## config.mk

```make
export PLATFORM = sky130hd
export DESIGN_NAME = fround_pipe
export DESIGN_NICKNAME = d
export VERILOG_FILES = /design/src/rtl/fround_pipe.sv
export SDC_FILE = /design/constraint.sdc
export NUM_CORES = 1
export LEC_CHECK = 0
export ABC_AREA = 0
export CORE_ASPECT_RATIO = 0.7
export CORE_UTILIZATION = 30
export DETAILED_ROUTE_END_ITERATION = 7
export SYNTH_ARGS = -nofsm -noshare
export SYNTH_HDL_FRONTEND = slang
export SYNTH_SLANG_ARGS = --single-unit
```

## constraint.sdc

```tcl
create_clock -name clk -period 8.3 [get_ports clk]
set_clock_uncertainty 0.15 [all_clocks]
set_input_delay 0.83 -clock clk [delete_from_list [all_inputs] [get_ports clk]]
set_output_delay 0.83 -clock clk [all_outputs]
set_load 0.005 [all_outputs]
```

## src/rtl/fround_pipe.sv

```systemverilog
// -----------------------------------------------------------------------------
// fround_pipe
//   Two-stage elastic normalize / round / pack pipeline for one IEEE-754
//   binary format. It accepts an unnormalized sign / exponent / magnitude from
//   any FP producer (fma, divsqrt, cvt). It returns the packed result together
//   with the {NV,DZ,OF,UF,NX} flags. A sticky fflags accumulator is provided
//   for the CSR unit.
//
//   Stage 1 : leading-zero count, normalize or denormalize, extract the kept
//             bits plus the guard and sticky bits.
//   Stage 2 : round, detect overflow and tininess, apply special-value
//             overrides, then pack. The stage-2 register drives the outputs.
//
// Parameters
//   NE    exponent field width (bias = 2^(NE-1)-1 is implicit in InE)
//   NF    fraction field width
//   MW    input magnitude width, must be >= NF+3
//   TAGW  opaque tag width
//
// Ports
//   clk, resetn           clock, synchronous active-low reset
//   Flush                 drops every in-flight op and the op offered this cycle
//   InValid/InReady       input handshake; InReady is combinational from OutReady
//   InS, InE, InM         sign, signed biased exponent (NE+2 bits), magnitude
//   InSticky              OR of the low bits the producer discarded
//   InKind                00 finite, 01 zero, 10 inf, 11 NaN
//   InNV, InDZ            producer flags, passed through for every kind
//   InFrm                 rounding mode: RNE, RTZ, RDN, RUP, RMM
//   InTag                 carried alongside the data
//   OutValid/OutReady     output handshake; data is held while stalled
//   OutRes, OutFlg, OutTag  packed result, {NV,DZ,OF,UF,NX}, tag
//   FlgClr, AccFlg        accumulator clear and sticky OR of flags that transferred
// -----------------------------------------------------------------------------
module fround_pipe #(
    parameter int NE   = 8,
    parameter int NF   = 23,
    parameter int MW   = 32,
    parameter int TAGW = 5
) (
    input  logic               clk,
    input  logic               resetn,
    input  logic               Flush,
    input  logic               InValid,
    output logic               InReady,
    input  logic               InS,
    input  logic [NE+1:0]      InE,
    input  logic [MW-1:0]      InM,
    input  logic               InSticky,
    input  logic [1:0]         InKind,
    input  logic               InNV,
    input  logic               InDZ,
    input  logic [2:0]         InFrm,
    input  logic [TAGW-1:0]    InTag,
    output logic               OutValid,
    input  logic               OutReady,
    output logic [NE+NF:0]     OutRes,
    output logic [4:0]         OutFlg,
    output logic [TAGW-1:0]    OutTag,
    input  logic               FlgClr,
    output logic [4:0]         AccFlg
);

    localparam int LW = $clog2(MW + 1);       // lzc range 0..MW
    localparam int EW = NE + 2 + LW;          // InE minus lzc never overflows this
    localparam int GB = MW - NF - 2;          // guard-bit index in the aligned magnitude

    localparam logic [2:0] FRM_RNE = 3'b000;
    localparam logic [2:0] FRM_RTZ = 3'b001;
    localparam logic [2:0] FRM_RDN = 3'b010;
    localparam logic [2:0] FRM_RUP = 3'b011;
    localparam logic [2:0] FRM_RMM = 3'b100;

    localparam logic [1:0] KIND_FIN  = 2'b00;
    localparam logic [1:0] KIND_ZERO = 2'b01;
    localparam logic [1:0] KIND_INF  = 2'b10;

    // Round-increment decision, shared by the real rounding and by the
    // unbounded-exponent rounding that decides tininess.
    function automatic logic roundUp(input logic [2:0] frm, input logic s,
                                     input logic l, input logic g, input logic st);
        logic up;
        case (frm)
            FRM_RNE: up = g & (st | l);
            FRM_RTZ: up = 1'b0;
            FRM_RDN: up = s & (g | st);
            FRM_RUP: up = ~s & (g | st);
            FRM_RMM: up = g;
            default: up = 1'b0;
        endcase
        return up;
    endfunction

    // ---------------------------------------------------------------- handshake
    logic s1Valid;
    logic s2Valid;
    logic s2Free;
    logic s1Free;
    logic accFire;

    assign s2Free   = ~s2Valid | OutReady;
    assign s1Free   = ~s1Valid | s2Free;
    assign InReady  = s1Free;
    assign OutValid = s2Valid;
    // A flushed cycle is not a transfer, so it never reaches the accumulator.
    assign accFire  = s2Valid & OutReady & ~Flush;

    // ---------------------------------------------------------------- stage 1
    // zeroAbove[i] is set when InM[MW-1:i] is all zero. The single set bit
    // of lead marks the leading one.
    logic [MW:0]   zeroAbove;
    logic [MW-1:0] lead;

    assign zeroAbove[MW] = 1'b1;

    genvar gi;
    generate
        for (gi = 0; gi < MW; gi++) begin : g_lzc
            assign zeroAbove[gi] = zeroAbove[gi+1] & ~InM[gi];
            assign lead[gi]      = InM[gi] & zeroAbove[gi+1];
        end
    endgenerate

    logic [LW-1:0]        lzc;
    logic signed [EW-1:0] inEx;
    logic signed [EW-1:0] me;
    logic signed [EW-1:0] lsh;
    logic signed [EW-1:0] rsh;
    logic [MW-1:0]        norm;
    logic [MW-1:0]        shifted;
    logic [MW-1:0]        lostMask;
    logic                 shOut;
    logic [EW-1:0]        eS1;
    logic                 subS1;
    logic [NF:0]          keptS1;
    logic                 gS1;
    logic                 stS1;
    logic                 nAllS1;
    logic                 nGS1;
    logic                 nStS1;

    always_comb begin
        lzc = zeroAbove[0] ? LW'(MW) : '0;
        for (int i = 0; i < MW; i++) begin
            if (lead[i]) begin
                lzc = lzc | LW'(MW - 1 - i);
            end
        end
    end

    always_comb begin
        inEx     = {{(EW-NE-2){InE[NE+1]}}, InE};
        me       = inEx - EW'(lzc);
        lsh      = inEx - EW'(1);
        rsh      = EW'(1) - inEx;
        norm     = InM << lzc;
        shifted  = norm;
        lostMask = '0;
        shOut    = 1'b0;
        eS1      = me;
        subS1    = 1'b0;

        if (me > 0) begin
            shifted = norm;
        end else begin
            // Subnormal: align so that bit MW-1 carries weight 2^(1-bias).
            subS1 = 1'b1;
            eS1   = EW'(1);
            if (inEx > 0) begin
                // Here InE-1 < lzc, so no set bit leaves the top.
                shifted = InM << lsh;
            end else if (rsh >= EW'(MW)) begin
                shifted = '0;
                shOut   = |InM;
            end else begin
                shifted  = InM >> rsh;
                lostMask = ~({MW{1'b1}} << rsh);
                shOut    = |(InM & lostMask);
            end
        end

        keptS1 = shifted[MW-1 -: NF+1];
        gS1    = shifted[GB];
        stS1   = (|shifted[GB-1:0]) | shOut | InSticky;

        // An exponent of 0 before denormalizing is the only case where
        // rounding at full precision can reach 2^(1-bias). Keep the
        // normalized rounding inputs for that tininess check.
        nAllS1 = (me == 0) & (&norm[MW-1 -: NF+1]);
        nGS1   = norm[GB];
        nStS1  = (|norm[GB-1:0]) | InSticky;
    end

    logic              s1S;
    logic [EW-1:0]     s1E;
    logic              s1Sub;
    logic [NF:0]       s1Kept;
    logic              s1G;
    logic              s1St;
    logic              s1NAll;
    logic              s1NG;
    logic              s1NSt;
    logic [2:0]        s1Frm;
    logic [1:0]        s1Kind;
    logic              s1NV;
    logic              s1DZ;
    logic [TAGW-1:0]   s1Tag;

    // ---------------------------------------------------------------- stage 2
    logic              plus1;
    logic [NF+1:0]     sum;
    logic [NF:0]       mant;
    logic [EW-1:0]     expR;
    logic              of;
    logic              nx;
    logic              tiny;
    logic              uf;
    logic              ovInf;
    logic [NE-1:0]     expField;
    logic [NE+NF:0]    resS2;
    logic [4:0]        flgS2;

    always_comb begin
        plus1 = roundUp(s1Frm, s1S, s1Kept[0], s1G, s1St);
        sum   = {1'b0, s1Kept} + (NF+2)'(plus1);
        if (sum[NF+1]) begin
            // The mantissa carried out, so renormalize by one place.
            mant = sum[NF+1:1];
            expR = s1E + EW'(1);
        end else begin
            mant = sum[NF:0];
            expR = s1E;
        end

        of    = ~s1Sub & (expR >= EW'(2**NE - 1));
        nx    = s1G | s1St | of;
        tiny  = s1Sub & ~(s1NAll & roundUp(s1Frm, s1S, 1'b1, s1NG, s1NSt));
        uf    = nx & tiny;
        ovInf = (s1Frm == FRM_RNE) | (s1Frm == FRM_RMM) |
                ((s1Frm == FRM_RUP) & ~s1S) | ((s1Frm == FRM_RDN) & s1S);

        // A subnormal keeps hidden bit 0 unless rounding carried into it.
        // In that case the stored exponent of 1 becomes the true field.
        expField = mant[NF] ? expR[NE-1:0] : '0;

        if (of) begin
            resS2 = ovInf ? {s1S, {NE{1'b1}}, {NF{1'b0}}}
                          : {s1S, {(NE-1){1'b1}}, 1'b0, {NF{1'b1}}};
        end else begin
            resS2 = {s1S, expField, mant[NF-1:0]};
        end
        flgS2 = {s1NV, s1DZ, of, uf, nx};

        // Special values bypass rounding and raise only the producer flags.
        if (s1Kind != KIND_FIN) begin
            flgS2 = {s1NV, s1DZ, 3'b000};
            if (s1Kind == KIND_ZERO) begin
                resS2 = {s1S, {(NE+NF){1'b0}}};
            end else if (s1Kind == KIND_INF) begin
                resS2 = {s1S, {NE{1'b1}}, {NF{1'b0}}};
            end else begin
                resS2 = {1'b0, {NE{1'b1}}, 1'b1, {(NF-1){1'b0}}};
            end
        end
    end

    logic [NE+NF:0]    s2Res;
    logic [4:0]        s2Flg;
    logic [TAGW-1:0]   s2Tag;
    logic [4:0]        accFlg;

    assign OutRes = s2Res;
    assign OutFlg = s2Flg;
    assign OutTag = s2Tag;
    assign AccFlg = accFlg;

    always_ff @(posedge clk) begin
        if (!resetn) begin
            s1Valid <= 1'b0;
            s2Valid <= 1'b0;
            s1S     <= 1'b0;
            s1E     <= '0;
            s1Sub   <= 1'b0;
            s1Kept  <= '0;
            s1G     <= 1'b0;
            s1St    <= 1'b0;
            s1NAll  <= 1'b0;
            s1NG    <= 1'b0;
            s1NSt   <= 1'b0;
            s1Frm   <= '0;
            s1Kind  <= '0;
            s1NV    <= 1'b0;
            s1DZ    <= 1'b0;
            s1Tag   <= '0;
            s2Res   <= '0;
            s2Flg   <= '0;
            s2Tag   <= '0;
            accFlg  <= '0;
        end else begin
            if (Flush) begin
                s1Valid <= 1'b0;
                s2Valid <= 1'b0;
            end else begin
                if (s2Free) begin
                    s2Valid <= s1Valid;
                    if (s1Valid) begin
                        s2Res <= resS2;
                        s2Flg <= flgS2;
                        s2Tag <= s1Tag;
                    end
                end
                if (s1Free) begin
                    s1Valid <= InValid;
                    if (InValid) begin
                        s1S    <= InS;
                        s1E    <= eS1;
                        s1Sub  <= subS1;
                        s1Kept <= keptS1;
                        s1G    <= gS1;
                        s1St   <= stS1;
                        s1NAll <= nAllS1;
                        s1NG   <= nGS1;
                        s1NSt  <= nStS1;
                        s1Frm  <= InFrm;
                        s1Kind <= InKind;
                        s1NV   <= InNV;
                        s1DZ   <= InDZ;
                        s1Tag  <= InTag;
                    end
                end
            end

            // When a clear coincides with a transfer, that transfer's flags survive.
            if (FlgClr) begin
                accFlg <= accFire ? s2Flg : 5'b00000;
            end else if (accFire) begin
                accFlg <= accFlg | s2Flg;
            end
        end
    end

endmodule

```

==> results.json <==
{
  "status": "complete, no violations",
  "postCtsSetupRepairBufs": 0,
  "first_iter_violations": 1837,
  "area_growth_pct": 16.1,
  "crit_required_ps": 8450,
  "numCtsBuffers": 9,
  "synthCells": 1717,
  "cts_buffer_depth": 2,
  "p_leak_nw": 4.76,
  "setup_tns_ps": 0,
  "synth.distinct_cells": 87,
  "num_rows": 60,
  "drive_gt1_share_pct": 7.45,
  "die_area_sq_mm": 0.0400,
  "p_sw_uw": 635,
  "cts_resized": 0,
  "drc": 0,
  "cp-start-kind": "input port",
  "ys_seq_elements": 103,
  "hpwlAfterDp_um": 40200,
  "synth_area_leaders": "dfxtp_1 18%, nand2_1 8.8%, mux2i_1 6.1%, a21oi_1 6.0%, o21ai_0 4.7%",
  "drtAntennaViolNets": 0,
  "finalHoldViolCount": 0,
  "slowest_stage": "nor4_1",
  "period_needed_ps": 6990,
  "grt_pass1_vias": 13000,
  "rsz0062_at_grt": "no",
  "place.gp.congestion": 1.02,
  "powerDensity_mw_per_mm2": 115,
  "yosysTopAreaCell": "dfxtp_1",
  "core-area_sq_mm": 0.0385,
  "sequentialPowerShare_pct": 33.4,
  "port_buffers": 110,
  "synth_nets": 1797,
  "cp.arrival_ps": 7150,
  "htreeDepth": 3,
  "drt_first_pass_iters": 6,
  "root_buffer": "clkbuf_16",
  "fin_crit_sh_pct": 84.2,
  "die-height_um": 168,
  "layout_common_cells": "276 x nand2_1, 140 x a21oi_1, 131 x nor2_1",
  "initial_core_util_pct": 30.5,
  "path_clk_slew_ps": 80,
  "peakVddDrop_mv": 0.0828,
  "max_freq_mhz": 143,
  "gr-usage-all-layers_pct": 25.9,
  "power_frac_comb_pct": 40.5,
  "maxCapViolCount": 0,
  "hold_path.startpoint": "OutRes[0]",
  "synth-main-ff-cell": "dfxtp_1",
  "clkSinkCount": 103,
  "yosys.area.top_type_share_pct": 17.5,
  "dpl_cell_area_sq_mm": 0.0134,
  "syn-cell-area_sq_mm": 0.0118,
  "yosysWarnings": 0,
  "finalWorstSetupSlack_ps": 1310,
  "p_sw_share_pct": 40.5,
  "slew_headroom_pct": 26.7,
  "finish.instance_area_sq_mm": 0.0136,
  "routedWlPerCell_um": 23.3,
  "antenna_found_initial": 0,
  "async_flop_share_pct": 0,
  "drv_slew": 0,
  "critical_path.max_fanout": 35,
  "synth_edf_count": 0,
  "cp_slowest_stage_delay_ps": 950,
  "grt_overflow": 0,
  "worstReg2RegEnd": "OutRes[22]",
  "worst_pin_slew_ps": 1090,
  "grt_pass1_wl_um": 79900,
  "r2r_cells": 21,
  "syn-mean-instance-area_sq_um": 6.85,
  "insertion_delay_ps": 360,
  "cts_hold_buffers": 0,
  "vias_per_cell": 6.21,
  "seq_area_frac_synth_pct": 17.5,
  "grt_max_degree": 81,
  "p_int_uw": 934,
  "ios": 111,
  "crit_type": "input port to flop",
  "crit_chain": "clkdlybuf4s50_1 > nor4_1 > nand4_1 > o22a_1 > nand3_2 > o21ai_4 > clkinv_2 > ha_1 > fa_1 > nor2b_1 > o21ai_0 > a21boi_0 > o21a_1 > or3_1 > o2111a_1 > a31oi_1 > o21a_1 > buf_4 > a21oi_1 > a221oi_1 > a21oi_1 > nor2b_1",
  "holdPathStages": 2,
  "diodes": 0,
  "setup_viol": 0,
  "nets": 1819,
  "r2r_start": "s1Frm[0]",
  "detailroute.via_count": 14100,
  "min_path_type": "flop to flop",
  "fin_util_pct": 35.4,
  "place_ws_ps": 1280,
  "p_total_mw": 1.57,
  "wirelength_um": 52900,
  "mostFrequentLayoutCell": "nand2_1",
  "holdPathEnd": "OutRes[0]",
  "die_w_um": 239,
  "end_kind": "flop",
  "cts_tree": "done",
  "power.share.clock_pct": 26.1,
  "regToRegSetupSlack_ps": 2350
}
[state kept, by name, indices dropped and copies added (netlist names), 2 cells and up]
| name | flops |
|---|---|
| OutRes | 32 |
| s1Kept | 24 |
| s1E | 11 |
| AccFlg | 5 |
| OutFlg | 5 |
| s1Tag | 5 |
| s1Kind | 2 |
| s1Frm | 3 |
| OutTag | 5 |
[cell usage after synthesis, drive strengths merged, types with 7 or more instances]
cell type / n
xor2: 14
o21ai: 115
inv: 36
nor2b: 34
or3: 14
a221oi: 13
nor2: 131
mux2: 14
a21o: 14
nor3: 52
mux4: 19
o21a: 10
o22ai: 22
a211oi: 38
a21oi: 141
nand3: 56
o211ai: 36
or4: 13
mux2i: 72
nor3b: 8
o221ai: 12
xnor2: 21
a32oi: 7
ha: 17
a22o: 9
nor4: 18
a22oi: 7
dfxtp: 103
buf: 29
a31oi: 26
clkbuf: 126
and3: 21
o31ai: 13
nand2: 276
nand4: 16
and2: 17
a21boi: 41
[per-layer routing]
layer	vias to the layer above	routed length [um]	global-route usage (%)
met5	-	0	0
met4	0	1130	6.30
met3	83	5640	5.74
met2	760	21700	37.8
met1	6844	24400	38.1
li1	6411	-	-
[area by class of cell]
| type | count | area [sq um] |
|---|---|---|
| Fill cell | 4170 | 24900 |
| Multi-Input combinational cell | 1418 | 8970 |
| Sequential cell | 103 | 2060 |
| Timing Repair Buffer | 166 | 1510 |
| Tap cell | 527 | 659 |
| Clock buffer | 9 | 225 |
| Inverter | 41 | 158 |
| Clock inverter | 7 | 55.1 |
[power groups by stage]
stage | clock network [mW] | registers, mW | logic (mW)
after floorplan | 0 | 0.530 | 0.391
after global placement | 0 | 0.535 | 0.615
after detailed placement | 0 | 0.535 | 0.611
after CTS | 0.419 | 0.523 | 0.614
after global routing | 0.440 | 0.526 | 0.674
final | 0.409 | 0.524 | 0.635
[through the flow]
step                instances  hold WS, ps
floorplan                1717          283
global placement         2255          290
detailed placement       2255          296
CTS                      2271          313
global route             2271          329
finish                   2271          305
[worst max-delay path by stage]
stage               slack (ps)    start  cells after the start    endpoint
floorplan                 2120  InM[17]                     24   s1Kept[1]
global placement          1440  InM[23]                     21  s1Kept[20]
detailed placement        1280  InM[22]                     21  s1Kept[20]
CTS                       1650  InM[22]                     21  s1Kept[20]
global route              1050  InM[22]                     21  s1Kept[20]
finish                    1310  InM[22]                     22  s1Kept[20]
[worst max-delay path: cells and delay by family]
kind                     cells  cell delay (ps)
AO/OA/AOI/OAI               11             2410
AND/OR/NAND/NOR              6             2320
buffers and inverters        3             1190
adder cells (fa/ha/maj)      2              390
[cell families (layout without fill, tap and decap cells)]
family          after synthesis  after routing  share of synthesized area (%)
compound gates              576            576                           32.6
xor+xnor                     35             35                           2.61
fa+ha+maj                    19             19                           2.06
buf+inv                     196            223                           6.61
flops                       103            103                           17.5
mux                         105            105                           11.1
simple gates                683            683                           27.4
Power figures use the tool's default switching activity.
